### config.mk
export PLATFORM = sky130hd
export DESIGN_NAME = gen_test_stream
export DESIGN_NICKNAME = d
export VERILOG_FILES = /design/src/rtl/gen_test_stream_pkg.sv /design/src/rtl/gen_test_stream_serializer.sv /design/src/rtl/gen_test_stream.sv
export SDC_FILE = /design/constraint.sdc
export NUM_CORES = 1
export LEC_CHECK = 0
export CORE_MARGIN = 2
export CORE_UTILIZATION = 54
export CTS_CLUSTER_SIZE = 8
export DETAILED_ROUTE_END_ITERATION = 7
export PLACE_DENSITY = 0.75
export SLEW_MARGIN = 20
export SYNTH_ARGS = -nofsm -noshare
export SYNTH_HDL_FRONTEND = slang
export SYNTH_SLANG_ARGS = --single-unit
### constraint.sdc
create_clock -name Clock -period 8.4 [get_ports Clock]
set_input_delay 2.52 -clock Clock [delete_from_list [all_inputs] [get_ports Clock]]
set_output_delay 2.52 -clock Clock [all_outputs]
set_load 0.03 [all_outputs]
### src/rtl/gen_test_stream_pkg.sv
// Shared event-builder / front-end link test-stream constants and the
// one-hot state encoding of the test-stream generator.
package gen_test_stream_pkg;

   localparam int          TEST_WORD_W       = 24;
   localparam logic [23:0] TEST_FIRST_WORD   = 24'hFFFFFF;
   localparam logic [23:0] TEST_LAST_WORD    = 24'h000001;
   localparam logic [11:0] TEST_ABORT_CYCLES = 12'hFFF;

   typedef enum logic [3:0] {
      ST_IDLE = 4'b0001,
      ST_GAP  = 4'b0010,
      ST_SEND = 4'b0100,
      ST_FIN  = 4'b1000
   } gts_state_e;

endpackage

### src/rtl/gen_test_stream_serializer.sv
// Word serializer: shifts a loaded (optionally corrupted) word out MSB first
// and flags the cycle in which the final bit is presented.
module test_word_serializer #(
   parameter int W = 24
) (
   input  logic         clk,
   input  logic         rst,
   input  logic         load,
   input  logic [W-1:0] word,
   input  logic [W-1:0] inj_mask,
   input  logic         shift_en,
   output logic         ser_out,
   output logic         last_bit
);

   localparam int CW = $clog2(W);

   logic [W-1:0]  sr_q, sr_d;
   logic [CW-1:0] bit_cnt_q, bit_cnt_d;

   assign ser_out  = sr_q[W-1];
   assign last_bit = (bit_cnt_q == CW'(W-1));

   // Load wins over shift so the next word follows the last bit with no gap.
   always_comb begin
      sr_d      = sr_q;
      bit_cnt_d = bit_cnt_q;
      if (load) begin
         sr_d      = word ^ inj_mask;
         bit_cnt_d = '0;
      end else if (shift_en && !last_bit) begin
         sr_d      = {sr_q[W-2:0], 1'b0};
         bit_cnt_d = bit_cnt_q + CW'(1);
      end
   end

   always_ff @(posedge clk) begin
      if (rst) begin
         sr_q      <= '0;
         bit_cnt_q <= '0;
      end else begin
         sr_q      <= sr_d;
         bit_cnt_q <= bit_cnt_d;
      end
   end

endmodule

### src/rtl/gen_test_stream.sv
// Link test-stream generator: after a programmable gap, sends a descending
// run of words from 24'hFFFFFF to LAST_WORD, with optional single-bit corruption.
module gen_test_stream
   import gen_test_stream_pkg::*;
#(
   parameter int                WORD_W    = TEST_WORD_W,
   parameter logic [WORD_W-1:0] LAST_WORD = TEST_LAST_WORD
) (
   input  logic              Clock,
   input  logic              Reset,
   input  logic              Start,
   input  logic [11:0]       StartDly,
   input  logic              InjErr,
   input  logic [WORD_W-1:0] ErrWord,
   input  logic [4:0]        ErrBit,
   output logic              Stream,
   output logic              Busy,
   output logic              Done,
   output logic [WORD_W-1:0] WordCnt
);

   gts_state_e        state_q, state_d;
   logic [11:0]       start_dly_q, start_dly_d;
   logic [11:0]       dly_cnt_q, dly_cnt_d;
   logic              inj_en_q, inj_en_d;
   logic [WORD_W-1:0] err_word_q, err_word_d;
   logic [4:0]        err_bit_q, err_bit_d;
   logic [WORD_W-1:0] word_q, word_d;
   logic [WORD_W-1:0] word_cnt_q, word_cnt_d;
   logic              stream_q, stream_d;
   logic              busy_q, busy_d;
   logic              done_q, done_d;

   logic              ser_load, ser_shift, ser_out, ser_last;
   logic [WORD_W-1:0] inj_mask;

   // Mask is evaluated against the word about to be loaded; word values are
   // unique within a run, so the corruption happens at most once.
   always_comb begin
      inj_mask = '0;
      if (inj_en_q && (err_bit_q <= 5'(WORD_W-1)) && (word_d == err_word_q))
         inj_mask = WORD_W'(1) << err_bit_q;
   end

   always_comb begin
      state_d     = state_q;
      start_dly_d = start_dly_q;
      dly_cnt_d   = dly_cnt_q;
      inj_en_d    = inj_en_q;
      err_word_d  = err_word_q;
      err_bit_d   = err_bit_q;
      word_d      = word_q;
      word_cnt_d  = word_cnt_q;
      stream_d    = 1'b0;
      busy_d      = busy_q;
      done_d      = 1'b0;
      ser_load    = 1'b0;
      ser_shift   = 1'b0;
      unique case (state_q)
         ST_IDLE: begin
            if (Start) begin
               state_d     = ST_GAP;
               start_dly_d = StartDly;
               inj_en_d    = InjErr;
               err_word_d  = ErrWord;
               err_bit_d   = ErrBit;
               word_cnt_d  = '0;
               word_d      = TEST_FIRST_WORD;
               dly_cnt_d   = '0;
               busy_d      = 1'b1;
            end
         end
         ST_GAP: begin
            ser_load = 1'b1;
            if (dly_cnt_q == start_dly_q) state_d = ST_SEND;
            else                          dly_cnt_d = dly_cnt_q + 12'd1;
         end
         ST_SEND: begin
            stream_d  = ser_out;
            ser_shift = 1'b1;
            if (ser_last) begin
               word_cnt_d = word_cnt_q + WORD_W'(1);
               if (word_q == LAST_WORD) begin
                  state_d = ST_FIN;
               end else begin
                  word_d   = word_q - WORD_W'(1);
                  ser_load = 1'b1;
               end
            end
         end
         ST_FIN: begin
            done_d  = 1'b1;
            busy_d  = 1'b0;
            state_d = ST_IDLE;
         end
         default: state_d = ST_IDLE;
      endcase
   end

   always_ff @(posedge Clock) begin
      if (Reset) begin
         state_q     <= ST_IDLE;
         start_dly_q <= '0;
         dly_cnt_q   <= '0;
         inj_en_q    <= 1'b0;
         err_word_q  <= '0;
         err_bit_q   <= '0;
         word_q      <= '0;
         word_cnt_q  <= '0;
         stream_q    <= 1'b0;
         busy_q      <= 1'b0;
         done_q      <= 1'b0;
      end else begin
         state_q     <= state_d;
         start_dly_q <= start_dly_d;
         dly_cnt_q   <= dly_cnt_d;
         inj_en_q    <= inj_en_d;
         err_word_q  <= err_word_d;
         err_bit_q   <= err_bit_d;
         word_q      <= word_d;
         word_cnt_q  <= word_cnt_d;
         stream_q    <= stream_d;
         busy_q      <= busy_d;
         done_q      <= done_d;
      end
   end

   test_word_serializer #(.W(WORD_W)) u_ser (
      .clk      (Clock),
      .rst      (Reset),
      .load     (ser_load),
      .word     (word_d),
      .inj_mask (inj_mask),
      .shift_en (ser_shift),
      .ser_out  (ser_out),
      .last_bit (ser_last)
   );

   assign Stream  = stream_q;
   assign Busy    = busy_q;
   assign Done    = done_q;
   assign WordCnt = word_cnt_q;

endmodule

==> reports/results.env, run 1 <==
INSERTEDDIODECOUNT=0
FP.DIEH_UM=123
SYNTH_NETS=1036
DRT_ITER0_DRC=846
CLK_TRANSITION_REPORTED_PATHS_NS=0.06
FINALWIRELENGTH_UM=21600
SETUP.WORST_PATH.START_CLASS='input pin'
CRITPATHSLOWESTCELL='sky130_fd_sc_hd__or3_2'
RUN_STATUS='completed'
SOURCE_TO_SINK_CLOCK_DELAY_AT_THE_LATER_PIN_OF_THE_WORST_SKEW_PAIR_NS=0.43
PWR_DENS_mW_PER_MM2=202
R2R_SETUP_SLK_NS=3.68
SYNTH-MAIN-FF-CELL='sky130_fd_sc_hd__dfxtp_1'
GLOBAL_ROUTE_TRACK_USAGE_ON_MET2_PCT=42.7
R2R.WORST_PATH.CELLS=11
CTS_MADE_BUFFERS=17
FINAL_LAYOUT_SIZE_SUFFIX_GT1_SHARE_PCT=8.13
TRITONCTS='done'
HOLD_SLACK_NS=0.453
SYNTH-WARNING-COUNT=0
DRT-VIAS-PER-INSTANCE=6.10
CAP_VIOLATIONS=0
CRIT_CHAIN='clkdlybuf4s50_1, nand3b_1, or3_2, and2_1, mux2i_1, xor2_1, nor3b_2, nand4_1, or4_4, or3_1, nand3_1'
YOSYS.AREA.TOP_TYPE='sky130_fd_sc_hd__dfxtp_1'
NUMBER_OF_GLOBAL_ROUTE_VIAS_BEFORE_REPAIR=6632
GRT-BUSIEST-LAYER='met2'
GRT_REMAINING_OVERFLOW=0
GRT_FIRST_PASS_WIRELENGTH_UM=34300
INITIAL_CORE_UTIL_PCT=55.3
SYNTHTOLAYOUTAREAGROWTH_PCT=18.7
HOLD_DEPTH=2
WORSTSETUPENDPOINTTYPE='flip-flop'
HOLD_VIOLATIONS=0
FINAL_NET_COUNT=1083
NUMBER_OF_NETS_WITH_ANTENNA_VIOLATIONS_AFTER_DETAILED_ROUTING=0
DRC_VIOLATIONS_LEFT=0
FINAL.FILL_COUNT=1190
POST_SYNTH_INSTANCE_AREA_MM2=0.00767
CLOCK-SINKS=138
NETLIST-CELL-TYPE-COUNT=79
POSTSYNTH.ASYNCRESETSHARE_PCT=0
CP.ARRIVAL_NS=6.69
DESIGN.DIE.AREA_MM2=0.0152
DIE-WIDTH_UM=123
HOLD_CLASS='reg -> reg'
TIMING.MAX_SLEW.REL_SLACK_PCT=27.4
STD_CELL_ROWS=43
P_LEAK_nW=3.33
YOSYS.AREA.TOP_TYPE_SHARE_PCT=36.0
SYN_INST=986
POST_DR_WIRELENGTH_CELL_UM=17.6
ANTENNA_VIOLATIONS_BEFORE_REPAIR=0
CLOCK_TREE.HTREE_LEVEL_COUNT=4
SEQ_AREA_FRAC_SYNTH_PCT=36.0
DRT_FIRST_PASS_ITERS=7
CRITICAL-PATH-MAX-STAGE-DELAY_NS=0.83
GRT_START_MAX_NET_PINS=60
GRT_USE_MET1_PCT=41.9
POST_SYNTH.CELL_AREA_AVG_UM2=7.78
MIN_PERIOD_OVER_PERIOD_PCT=75.3
SYNTH_SEQ_CELLS=138
NUM_VIAS=7480
FINALCLOCKSKEW_NS=0.0128
GROUTE.LAYER.MET3.USAGE_PCT=6.46
CTS_HOLD_BUFFERS=0
FLOORPLAN.IO_PINS=72
TOTALNEGATIVESETUPSLACK_NS=0
CLOCK_ROOT_BUFFER='sky130_fd_sc_hd__clkbuf_16'
RR_STARTPOINT='state_q[2]'
DPL.HPWL_UM=15100
WORST_HOLD_STARTPOINT='err_word_q[8]'
FINALWEIGHTEDCONGESTION=1.02
WORSTSETUPPATHTYPE='in -> reg'
CTS_BUFFER_DEPTH=2
POST_CTS_RESIZE_COUNT=0
MAXIMUM_ACHIEVABLE_FREQUENCY_GHz=0.158
AREA.SEQUENTIAL_MM2=0.00276
SYNTH-EDFF-COUNT=0
SYNTH.TOP_CELLS.BY_COUNT='sky130_fd_sc_hd__nand2_1 (175), sky130_fd_sc_hd__dfxtp_1 (138), sky130_fd_sc_hd__nor2_1 (110)'
RSZ0062_AT_GRT='false'
MAXSLEWVIOLCOUNT=0
POSTCTSSETUPBUFFERS=0
PEAKVDDDROP_mV=0.166
AREA_INSIDE_THE_CORE_BOUNDARY_MM2=0.0139
MULTI_INPUT_COMB_AREA_MM2=0.00466
SETUP_VIOL_COUNT_FINAL=0
WORSTHOLDENDPOINT='err_word_q[8]'
OVERALL_TRACK_DEMAND_OVER_CAPACITY_IN_GLOBAL_ROUTING_PCT=29.1
REGTOREGENDPOINT='u_ser.sr_q[12]'
WORST_EP_REQUIRED_TIME_NS=8.77
WORSTPATHMAXFANOUT=53
MAX_SLEW.WORST_PIN.SLEW_NS=1.09
YOSYS.CELL_COUNT.TOP_TYPE='sky130_fd_sc_hd__nand2_1'
YS_TOP_CELLS_BY_AREA='sky130_fd_sc_hd__dfxtp_1 (36%), sky130_fd_sc_hd__nand2_1 (8.6%), sky130_fd_sc_hd__a21oi_1 (5.7%), sky130_fd_sc_hd__nor2_1 (5.4%), sky130_fd_sc_hd__xor2_1 (5.4%)'
FIN_CRIT_NS=6.32
PORT_BUFFERS=71
## worst max-delay path, delay by kind of cell
family / cells / cell delay, ns
buf+inv: 1 / 0.50
xor+xnor: 1 / 0.13
simple gates: 8 / 3.17
mux: 1 / 0.33
## cells by family (layout without fill, tap and decap cells)
kind of cell,Yosys count,after routing,share of synthesized area [%]
compound gates,167,167,13.9
xor+xnor,61,61,6.97
fa+ha+maj,5,5,0.816
buf+inv,65,125,3.38
flops,138,138,36.0
mux,22,22,2.92
simple gates,528,528,36.0
## sequential cells by signal, summed over array words and instances (netlist names), 4 cells and up
name and flops:
err_bit_q 5, word_q 24, err_word_q 24, WordCnt 24, start_dly_q 12, state_q 4, dly_cnt_q 12, u_ser.sr_q 24
u_ser.bit_cnt_q 5
## metrics by stage
stage	worst slack [ns]	area (um^2)	power, W	cells	utilization [%]
global placement	1.75	8490	0.00104	1194	61.1
detailed placement	1.66	8490	0.00105	1194	61.1
finish	2.08	9110	0.00184	1226	65.6
floorplan	2.97	7670	0.000953	986	-
CTS	2.11	9100	0.00183	1226	65.6
global route	1.80	9110	0.00191	1226	65.6
## placed cells by master, fill, tap and decap left out, drive strengths merged, types with 29 or more instances in the layout
| master | n |
|---|---|
| a21oi | 87 |
| xor2 | 47 |
| nand3 | 35 |
| nor4 | 31 |
| dfxtp | 138 |
| nor2 | 111 |
| nand4 | 29 |
| nor3 | 32 |
| nand2 | 175 |
| clkdlybuf4s50 | 70 |
## per-layer routing
layer | vias to the layer above | routed length (um)
li1 | 3607 | -
met1 | 3457 | 9700
met2 | 352 | 9300
met3 | 64 | 1950
met4 | 0 | 632
met5 | - | 0
## area by class of cell
cell class / count / share of cell area (%)
multi-input cells: 783 / 51.2
flip-flops and latches: 138 / 30.3
repair buffers: 81 / 8.74
clock buffers: 21 / 4.95
well taps: 180 / 2.47
clock inverters: 11 / 1.85
inverters: 12 / 0.495
## where the power goes
| part | total [W] | leakage (nW) | switching, W | internal, W |
|---|---|---|---|---|
| sequential | 0.000745 | 1.13 | 0.0000478 | 0.000697 |
| combinational | 0.000298 | 1.90 | 0.000182 | 0.000116 |
| clock | 0.000793 | 0.301 | 0.000288 | 0.000505 |
## how the worst max path moves through the flow
stage / startpoint / endpoint / slack, ns / depth (start not counted)
after floorplan: Start / u_ser.sr_q[12] / 2.97 / 11
after global placement: Start / u_ser.sr_q[12] / 1.75 / 11
after detailed placement: Start / u_ser.sr_q[18] / 1.66 / 11
after CTS: Start / u_ser.sr_q[19] / 2.11 / 11
after global routing: Start / u_ser.sr_q[19] / 1.80 / 11
final: Start / u_ser.sr_q[12] / 2.08 / 11
Note: power is estimated with default switching activity, not from simulation.
==> run 2, diff against run 1 <==
- clock period: 8.4 -> 6 ns (I/O delays scaled with it)
==> run 2 against run 1 <==
Clock-buffer cell count fell by 1. Combinational power grew 40%. Core utilization increased by 0.16 points. Setup slack got worse by 1.1 ns. Largest cell class unchanged. Design area up 0.25%. Total power increased by 38%. Flip-flop and latch count is the same. Non-clock buffer count increased by 6. Largest power group unchanged. Register-to-register slack worse by 1.9 ns. Clock power rose by 35%. Final cell count is 0.41% higher.
==> reports/results.env, run 2 (synthesis results as in run 1) <==
AREA.SEQUENTIAL_MM2=0.00276
LAYOUT_COMMONEST_CELL='sky130_fd_sc_hd__nand2_1'
R2R.WORST_PATH.CELLS=12
DPL.HPWL_UM=15100
FINAL_CELL_MIX='sky130_fd_sc_hd__nand2_1 (175), sky130_fd_sc_hd__dfxtp_1 (138), sky130_fd_sc_hd__nor2_1 (110)'
POSTCTSSETUPBUFFERS=0
PNR_WORST_SETUP_SLACK_NS=0.967
INSERTEDDIODECOUNT=0
PWR_DENS_mW_PER_MM2=277
FIN_TOTAL_PWR_W=0.00253
CP.ARRIVAL_NS=5.40
POST_DR_WIRELENGTH_CELL_UM=17.4
SETUP.WORST_PATH.START_CLASS='input pin'
PORT_BUFFERS=71
FINALWEIGHTEDCONGESTION=1.00
PLACE_WS_NS=0.595
ANTENNA_VIOLATIONS_BEFORE_REPAIR=0
FP.DIEH_UM=123
CRITPATHSLOWESTCELL='sky130_fd_sc_hd__or3_2'
RSZ0062_AT_GRT='false'
DRT_ITER0_DRC=672
MAX_SLEW.WORST_PIN.SLEW_NS=1.09
HOLD_SLACK_NS=0.463
DIE-WIDTH_UM=123
POST-ROUTE-UTIL_PCT=65.8
PATH_BUF_INV=1
HOLD_CLASS='reg -> reg'
GRT_REMAINING_OVERFLOW=0
FINAL_NET_COUNT=1089
PATH_DEPTH=11
CTS_HOLD_BUFFERS=0
TIMING.MAX_SLEW.REL_SLACK_PCT=27.0
CLOCK_ROOT_BUFFER='sky130_fd_sc_hd__clkbuf_16'
MAXSLEWVIOLCOUNT=0
CTS_MADE_BUFFERS=17
CAP_VIOLATIONS=0
P_LEAK_nW=3.35
WORST_EP_REQUIRED_TIME_NS=6.36
CRITICAL-PATH-MAX-STAGE-DELAY_NS=0.66
MULTI_INPUT_COMB_AREA_MM2=0.00465
AREA_INSIDE_THE_CORE_BOUNDARY_MM2=0.0139
LARGEST_DELAY_SHARE_FAMILY_WORST_PATH='simple AND/OR/NAND/NOR gates'
WORSTPATHMAXFANOUT=22
PEAKVDDDROP_mV=0.205
OVERALL_TRACK_DEMAND_OVER_CAPACITY_IN_GLOBAL_ROUTING_PCT=28.9
POST_CTS_RESIZE_COUNT=0
CRIT_CHAIN='clkdlybuf4s50_1, nand3b_1, or3_2, and3_1, o211ai_1, nand4_1, a2111oi_4, nand4_4, or4_4, or3_1, nand3_1'
DRT-VIAS-PER-INSTANCE=6.05
STD_CELL_ROWS=43
FLOORPLAN.IO_PINS=72
WORSTSETUPPATHTYPE='in -> reg'
TRITONCTS='done'
GRT_FIRST_PASS_WIRELENGTH_UM=34200
WORSTSETUPENDPOINTTYPE='flip-flop'
DRT_FIRST_PASS_ITERS=5
INITIAL_CORE_UTIL_PCT=55.3
RUN_STATUS='completed'
SETUP_VIOL_COUNT_FINAL=0
MAXIMUM_ACHIEVABLE_FREQUENCY_GHz=0.199
CTS_BUFFER_DEPTH=2
FINALCLOCKSKEW_NS=0.0111
MIN_PERIOD_OVER_PERIOD_PCT=83.9
SOURCE_TO_SINK_CLOCK_DELAY_AT_THE_LATER_PIN_OF_THE_WORST_SKEW_PAIR_NS=0.43
FINALWIRELENGTH_UM=21400
FINAL_LAYOUT_SIZE_SUFFIX_GT1_SHARE_PCT=8.56
CLOCK-SINKS=138
NUMBER_OF_NETS_WITH_ANTENNA_VIOLATIONS_AFTER_DETAILED_ROUTING=0
DESIGN.DIE.AREA_MM2=0.0152
CLK_TRANSITION_REPORTED_PATHS_NS=0.06
TOTALNEGATIVESETUPSLACK_NS=0
HOLD_VIOLATIONS=0
SYNTHTOLAYOUTAREAGROWTH_PCT=19.0
FINAL.FILL_COUNT=1165
GRT_START_MAX_NET_PINS=84
NUM_VIAS=7445
DRC_VIOLATIONS_LEFT=0
HOLD_DEPTH=2
FIN_CRIT_NS=5.03
CLOCK_TREE.HTREE_LEVEL_COUNT=4
NUMBER_OF_GLOBAL_ROUTE_VIAS_BEFORE_REPAIR=6776
## run 2: cell count changes in the layout (fill, tap and decap cells not counted)
cell / before / now
sky130_fd_sc_hd__clkinv_4: 2 / 1
sky130_fd_sc_hd__buf_4: 10 / 16
sky130_fd_sc_hd__clkbuf_8: 1 / 2
sky130_fd_sc_hd__nor2_2: 3 / 1
sky130_fd_sc_hd__nor2_1: 108 / 110
sky130_fd_sc_hd__bufinv_16: 4 / 3
sky130_fd_sc_hd__clkbuf_1: 3 / 1
sky130_fd_sc_hd__clkinvlp_4: 1 / 3
## run 2: metal layers
metal | GRT usage (%) | up-vias | share of wire [%]
met5 | 0 | - | 0
met4 | 9.23 | 0 | 2.3
met3 | 7.33 | 49 | 8.8
met2 | 43.6 | 314 | 44
met1 | 40.5 | 3460 | 45
li1 | - | 3622 | -
## run 2: through the flow
| stage | instance area, um^2 | instances |
|---|---|---|
| after floorplan | 7670 | 986 |
| after global placement | 8530 | 1200 |
| after detailed placement | 8530 | 1200 |
| after CTS | 9130 | 1231 |
| after global routing | 9130 | 1231 |
| final | 9130 | 1231 |
## run 2: final cells by class
cell class	instances	share of cell area [%]
clock inverter	11	1.59
timing repair buffer	87	9.21
tap	180	2.47
clock buffer	20	5.00
multi-input combinational	783	51.0
inverter	12	0.493
sequential	138	30.3
## run 2: worst paths after layout
kind | end | slack (ns) | from
worst min-delay path | err_word_q[8] | 0.46 | err_word_q[8]
worst max register to register | u_ser.sr_q[12] | 1.74 | u_ser.bit_cnt_q[0]
worst min register to register | err_word_q[8] | 0.46 | err_word_q[8]
worst max-delay path | u_ser.sr_q[12] | 0.97 | Start
## run 2: worst min-delay path, stage by stage, from the launching register on
cell,delay (ns)
sky130_fd_sc_hd__dfxtp_1,0.31
sky130_fd_sc_hd__nand2_1,0.05
sky130_fd_sc_hd__a21oi_1,0.05
## run 2: power breakdown
group	total (W)	internal, W	switching (W)
registers	0.00104	0.000976	0.0000655
clock network	0.00107	0.000672	0.000402
logic	0.000418	0.000164	0.000254
total	0.00253	0.00181	0.000721
